## src/rtl/uart_tx_if.sv

```systemverilog
// Upstream byte handshake for uart_tx: the producer drives data/valid, the transmitter drives ready.
interface uart_tx_if #(
  parameter int DATA_BITS = 8
) ();
  logic [DATA_BITS-1:0] tx_data;
  logic                 tx_valid;
  logic                 tx_ready;

  modport master (output tx_data, output tx_valid, input tx_ready);
  modport slave  (input tx_data, input tx_valid, output tx_ready);
endinterface

```

## src/rtl/uart_tx.sv

```systemverilog
// UART transmitter: start bit, DATA_BITS LSB first, optional parity, STOP_BITS stop bits.
// Parity stage is compiled in only when UART_TX_PARITY_EN is defined.
module uart_tx #(
  parameter int CLKS_PER_BIT = 16,
  parameter int DATA_BITS    = 8,
  parameter int STOP_BITS    = 1,
  parameter bit PARITY_ODD   = 1'b0
) (
  input  logic     clk,
  input  logic     rst_n,
  uart_tx_if.slave tx_if,
  output logic     serial_out,
  output logic     tx_busy
);
  localparam int DIV_W = (CLKS_PER_BIT > 1) ? $clog2(CLKS_PER_BIT) : 1;
  localparam int BIT_W = $clog2(DATA_BITS);
  localparam logic [DIV_W-1:0] DIV_LAST  = DIV_W'(CLKS_PER_BIT - 1);
  localparam logic [BIT_W-1:0] DATA_LAST = BIT_W'(DATA_BITS - 1);
  localparam logic [BIT_W-1:0] STOP_LAST = BIT_W'(STOP_BITS - 1);

`ifdef UART_TX_PARITY_EN
  typedef enum logic [2:0] {IDLE, START, DATA, PARITY, STOP} state_e;
`else
  typedef enum logic [1:0] {IDLE, START, DATA, STOP} state_e;
  localparam bit parity_odd_unused = PARITY_ODD;
`endif

  state_e               state_q, state_d;
  logic [DIV_W-1:0]     div_q, div_d;
  logic [BIT_W-1:0]     bit_q, bit_d;
  logic [DATA_BITS-1:0] shift_q, shift_d;
  logic                 serial_q, serial_d;
  logic                 hs, bit_done;
`ifdef UART_TX_PARITY_EN
  logic                 par_q, par_d;
`endif

  assign tx_if.tx_ready = (state_q == IDLE);
  assign tx_busy        = (state_q != IDLE);
  assign serial_out     = serial_q;
  assign hs             = tx_if.tx_valid & tx_if.tx_ready;
  assign bit_done       = (div_q == DIV_LAST);

  always_ff @(posedge clk) begin
    if (!rst_n) begin
      state_q  <= IDLE;
      div_q    <= '0;
      bit_q    <= '0;
      shift_q  <= '0;
      serial_q <= 1'b1;
`ifdef UART_TX_PARITY_EN
      par_q    <= 1'b0;
`endif
    end else begin
      state_q  <= state_d;
      div_q    <= div_d;
      bit_q    <= bit_d;
      shift_q  <= shift_d;
      serial_q <= serial_d;
`ifdef UART_TX_PARITY_EN
      par_q    <= par_d;
`endif
    end
  end

  always_comb begin
    state_d = state_q;
    div_d   = div_q;
    bit_d   = bit_q;
    shift_d = shift_q;
`ifdef UART_TX_PARITY_EN
    par_d   = par_q;
`endif
    // Divider free-runs inside a frame; every state below only acts on bit_done.
    if (state_q != IDLE) div_d = bit_done ? '0 : div_q + 1'b1;
    case (state_q)
      IDLE: begin
        if (hs) begin
          shift_d = tx_if.tx_data;
          state_d = START;
          div_d   = '0;
          bit_d   = '0;
`ifdef UART_TX_PARITY_EN
          // Parity taken from the byte at latch time since the shifter consumes it.
          par_d   = (^tx_if.tx_data) ^ PARITY_ODD;
`endif
        end
      end
      START: if (bit_done) state_d = DATA;
      DATA: begin
        if (bit_done) begin
          shift_d = shift_q >> 1;
          if (bit_q == DATA_LAST) begin
            bit_d   = '0;
`ifdef UART_TX_PARITY_EN
            state_d = PARITY;
`else
            state_d = STOP;
`endif
          end else begin
            bit_d = bit_q + 1'b1;
          end
        end
      end
`ifdef UART_TX_PARITY_EN
      PARITY: if (bit_done) state_d = STOP;
`endif
      STOP: begin
        if (bit_done) begin
          if (bit_q == STOP_LAST) begin
            bit_d   = '0;
            state_d = IDLE;
          end else begin
            bit_d = bit_q + 1'b1;
          end
        end
      end
      default: state_d = IDLE;
    endcase
  end

  // Line value is derived from the next state so serial_out is a pure register.
  always_comb begin
    serial_d = 1'b1;
    case (state_d)
      START:   serial_d = 1'b0;
      DATA:    serial_d = shift_d[0];
`ifdef UART_TX_PARITY_EN
      PARITY:  serial_d = par_d;
`endif
      default: serial_d = 1'b1;
    endcase
  end
endmodule

```

## src/flat_wrapper.sv

```systemverilog
// flat-port wrapper written by rule: the top's interface ports become plain ports
module uart_tx_flat 
#(
  parameter int CLKS_PER_BIT = 16,
  parameter int DATA_BITS    = 8,
  parameter int STOP_BITS    = 1,
  parameter bit PARITY_ODD   = 1'b0
)
  (clk, rst_n, serial_out, tx_busy, tx_if_tx_data, tx_if_tx_valid, tx_if_tx_ready);
  uart_tx_if #(.DATA_BITS(DATA_BITS)) tx_if_i ();
  input  logic clk;
  input  logic rst_n;
  output logic serial_out;
  output logic tx_busy;
  input wire logic [$bits(tx_if_i.tx_data)-1:0] tx_if_tx_data;
  input wire logic [$bits(tx_if_i.tx_valid)-1:0] tx_if_tx_valid;
  output wire logic [$bits(tx_if_i.tx_ready)-1:0] tx_if_tx_ready;
  assign tx_if_i.tx_data = tx_if_tx_data;
  assign tx_if_i.tx_valid = tx_if_tx_valid;
  assign tx_if_tx_ready = tx_if_i.tx_ready;
  uart_tx #(.CLKS_PER_BIT(CLKS_PER_BIT), .DATA_BITS(DATA_BITS), .STOP_BITS(STOP_BITS), .PARITY_ODD(PARITY_ODD)) u_core (.clk(clk), .rst_n(rst_n), .tx_if(tx_if_i), .serial_out(serial_out), .tx_busy(tx_busy));
endmodule
```

## config.mk

```make
export PLATFORM = sky130hd
export DESIGN_NAME = uart_tx_flat
export DESIGN_NICKNAME = d
export VERILOG_FILES = /design/src/rtl/uart_tx_if.sv /design/src/rtl/uart_tx.sv /design/src/flat_wrapper.sv
export SDC_FILE = /design/constraint.sdc
export NUM_CORES = 1
export LEC_CHECK = 0
export CELL_PAD_IN_SITES_DETAIL_PLACEMENT = 0
export CELL_PAD_IN_SITES_GLOBAL_PLACEMENT = 2
export CORE_ASPECT_RATIO = 0.8
export CORE_MARGIN = 4
export CORE_UTILIZATION = 33
export DETAILED_ROUTE_END_ITERATION = 12
export HOLD_SLACK_MARGIN = 0.1
export PLACE_DENSITY = 0.89
export SLEW_MARGIN = 20
export SYNTH_ARGS = -nofsm -noshare
export SYNTH_HDL_FRONTEND = slang
export SYNTH_SLANG_ARGS = --single-unit
export TNS_END_PERCENT = 50
```

## constraint.sdc

```tcl
create_clock -name clk -period 3.1 [get_ports clk]
set_clock_uncertainty 0.1 [all_clocks]
set_input_delay 0.93 -clock clk [delete_from_list [all_inputs] [get_ports clk]]
set_output_delay 0.93 -clock clk [all_outputs]
set_load 0.02 [all_outputs]
```

==> summary.md <==
| Metric | Value |
|---|---|
| Worst setup SP type | `register` |
| Detailed Routing Iterations Pass 1 | `5` |
| ANT cells | `0` |
| RSZ-0062 raised after global routing | `false` |
| Psw | `approximately 110 uW` |
| Root buf cell | `clkbuf_4` |
| Max-slew violations | `0` |
| Finished Cell Area | `1080 um2` |
| Residual DRC | `0` |
| Fin Setup TNS | `0 ns` |
| Peak VDD IR | `0.000179 V` |
| Final Wtd Congestion | `about 0.75` |
| Max-Cap Viols | `0` |
| WS Path Type | `register to output pin` |
| Antenna violations before repair | `0` |
| Post-synth EDFFs | `0` |
| Commonest cells post-synth | `dfxtp_1 (18), a21oi_1 (15), nand2_1 (11)` |
| I/O Buffers | `13` |
| Worst slew margin | `0.674` |
| Die Wd | `~67 um` |
| Cell accounting for the most synthesized area | `dfxtp_1` |
| First-pass GRT wire length | `between 3 and 4 mm` |
| Final worst slack | `slightly below 0.3 ns` |
| Warnings from Yosys | `0` |
| Most numerous cell in the Yosys netlist | `dfxtp_1` |
| Internal power | `341 uW` |
| Die height | `around 55 um` |
| GRT Resource Usage Total | `0.119` |
| Data arrival, critical path | `roughly 1.8 ns` |
| Resized cells post-CTS | `0` |
| Setup WS pre-CTS | `just under 0.6 ns` |
| Core Area | `between 2000 and 3000 um2` |
| Mapped Area | `about 910 um2` |
| Final period util | `0.906` |
| Hold_ws | `roughly 0.36 ns` |
| Tightest Pin Transition | `about 0.5 ns` |
| Logic gate share of total power | `0.124` |
| Die Outline Area | `approximately 3700 um2` |
| Avg Inst Size Synth | `8.79 um2` |
| Seq pwr share | `0.551` |
| Clock Power Share | `0.326` |
| Num rows | `16` |
| HPWL Detailed | `1.32 mm` |
| Seq/Total Area, Yosys | `0.394` |
| Syn_nets | `~120` |
| Worst-path maximum fanout | `11` |
| Status | `finished, final reports clean` |
| Drt total wl | `~1.8 mm` |
| Most area-consuming cells after synthesis | `dfxtp_1 (39%), a21oi_1 (8.2%), a22oi_1 (5.7%), ha_1 (5.5%), buf_6 (4.9%)` |
| Via count | `758` |
| Worst Hold Class | `register to register` |
| WP data required | `roughly 2.1 ns` |
| Fmax | `between 300 and 400 MHz` |
| Initial Util | `0.360` |
| Synth Register Bits | `18` |
| Hold Buf Count CTS | `0` |
| Clock tree sinks | `18` |
| Leak Pwr | `0.414 nW` |
| Routed WL per cell | `11.6 um` |
| CTS tree | `yes` |
| CTS Buf Count | `3` |
| 1st-iter DRT viols | `13` |
| R2r setup slk | `1.34 ns` |
| Ys flop type | `dfxtp_1` |
| Fill cells | `265` |
| Cell Pwr Density | `a little over 400 nW/um2` |
| P&R area growth vs syn | `18.6%` |
| Synthesized instance count | `104` |
| Pin count of the biggest net entering global routing | `15` |
| Post-CTS setup buffer count | `0` |
| Number of global-route vias before repair | `about 730` |
| Final min period | `about 2.8 ns` |
| Sw Ratio | `0.241` |
| Clock latency on the worst-skew pair | `0.30 ns` |
| Layout cells sized above 1 | `0.120` |
| Final setup viols | `0` |
| Yosys top cell area share | `0.394` |
| Element type at the critical path end | `output pin` |
| Worst-path clk slew | `roughly 0.11 ns` |
| Ys async rst share | `0` |
| GR Overflow Total | `0` |
| Htree depth | `1` |
| Placed inst area | `approximately 1000 um2` |
| Routed Antenna Nets | `0` |
| Vias/cell | `just under 5` |
| I/O pin cnt | `14` |
| Fin nets | `about 130` |
| Fin. Hold Viols | `0` |
| Clock Tree Buf Depth | `2` |
| Post-synthesis cell type count | `34` |
[layout by cell type, fill, tap and decap left out, types with 2 or more instances in the layout]
cell type / count
a21oi_1: 15
a22oi_1: 7
clkbuf_4: 3
clkdlybuf4s50_1: 13
dfxtp_1: 18
ha_1: 4
inv_1: 8
nand2_1: 11
nand3_1: 2
nand3b_1: 2
nor2_1: 7
o21ai_0: 3
[critical path, stage by stage, from the launching register on]
cell,delay (ns)
dfxtp_1,0.42
nor2_1,0.35
inv_1,0.15
clkdlybuf4s50_1,0.56
[state kept, by name (all words and copies together), names as in the netlist]
register and flops:
u_core.serial_out 1, u_core.state_q 2, u_core.shift_q 8, u_core.div_q 4, u_core.bit_q 3
[logic make-up (layout without fill, tap and decap cells)]
kind of cell,after synthesis,in the layout,share of synthesized area
AOI/OAI and AO/OA,34,34,0.248
adders and majority gates,4,4,0.0547
buffers and inverters,13,26,0.0862
DFF,18,18,0.394
muxes,1,1,0.0109
and+or+nand+nor,34,34,0.207
[final timing paths]
kind / endpoint / start / cells after the start
setup / recovery: tx_busy / u_core.state_q[1] / 3
hold / removal: u_core.shift_q[2] / u_core.shift_q[2] / 2
setup reg to reg: u_core.serial_out / u_core.div_q[0] / 5
hold reg to reg: u_core.shift_q[2] / u_core.shift_q[2] / 2
[routing by layer]
layer | part of all wire | vias up | GRT usage
met5 | 0 | - | 0
met4 | 0 | 0 | 0.0337
met3 | 0.037 | 0 | 0.0465
met2 | 0.43 | 18 | 0.183
met1 | 0.53 | 340 | 0.156
li1 | - | 400 | -
[power groups by stage]
stage                     Combinational, mW  Sequential (mW)  Clock, mW
after floorplan                      0.0348            0.250          0
after global placement               0.0556            0.252          0
after detailed placement             0.0559            0.252          0
after CTS                            0.0560            0.247      0.153
after global routing                 0.0626            0.249      0.162
final                                0.0554            0.247      0.146
[layout make-up]
cell class,count,area (um2),share of cell area
Clock buffer,4,36.3,0.0334
Inverter,8,30.0,0.0277
Multi-Input combinational cell,73,475,0.438
Sequential cell,18,360,0.332
Tap cell,36,45.0,0.0415
Timing Repair Buffer,14,138,0.127
[stage by stage]
stage	util	std cells	total power, mW
after floorplan	-	104	0.285
after global placement	0.412	149	0.308
after detailed placement	0.412	149	0.308
after CTS	0.427	153	0.456
after global routing	0.427	153	0.473
final	0.427	153	0.449
No activity file was read; power rests on OpenSTA's default activity.
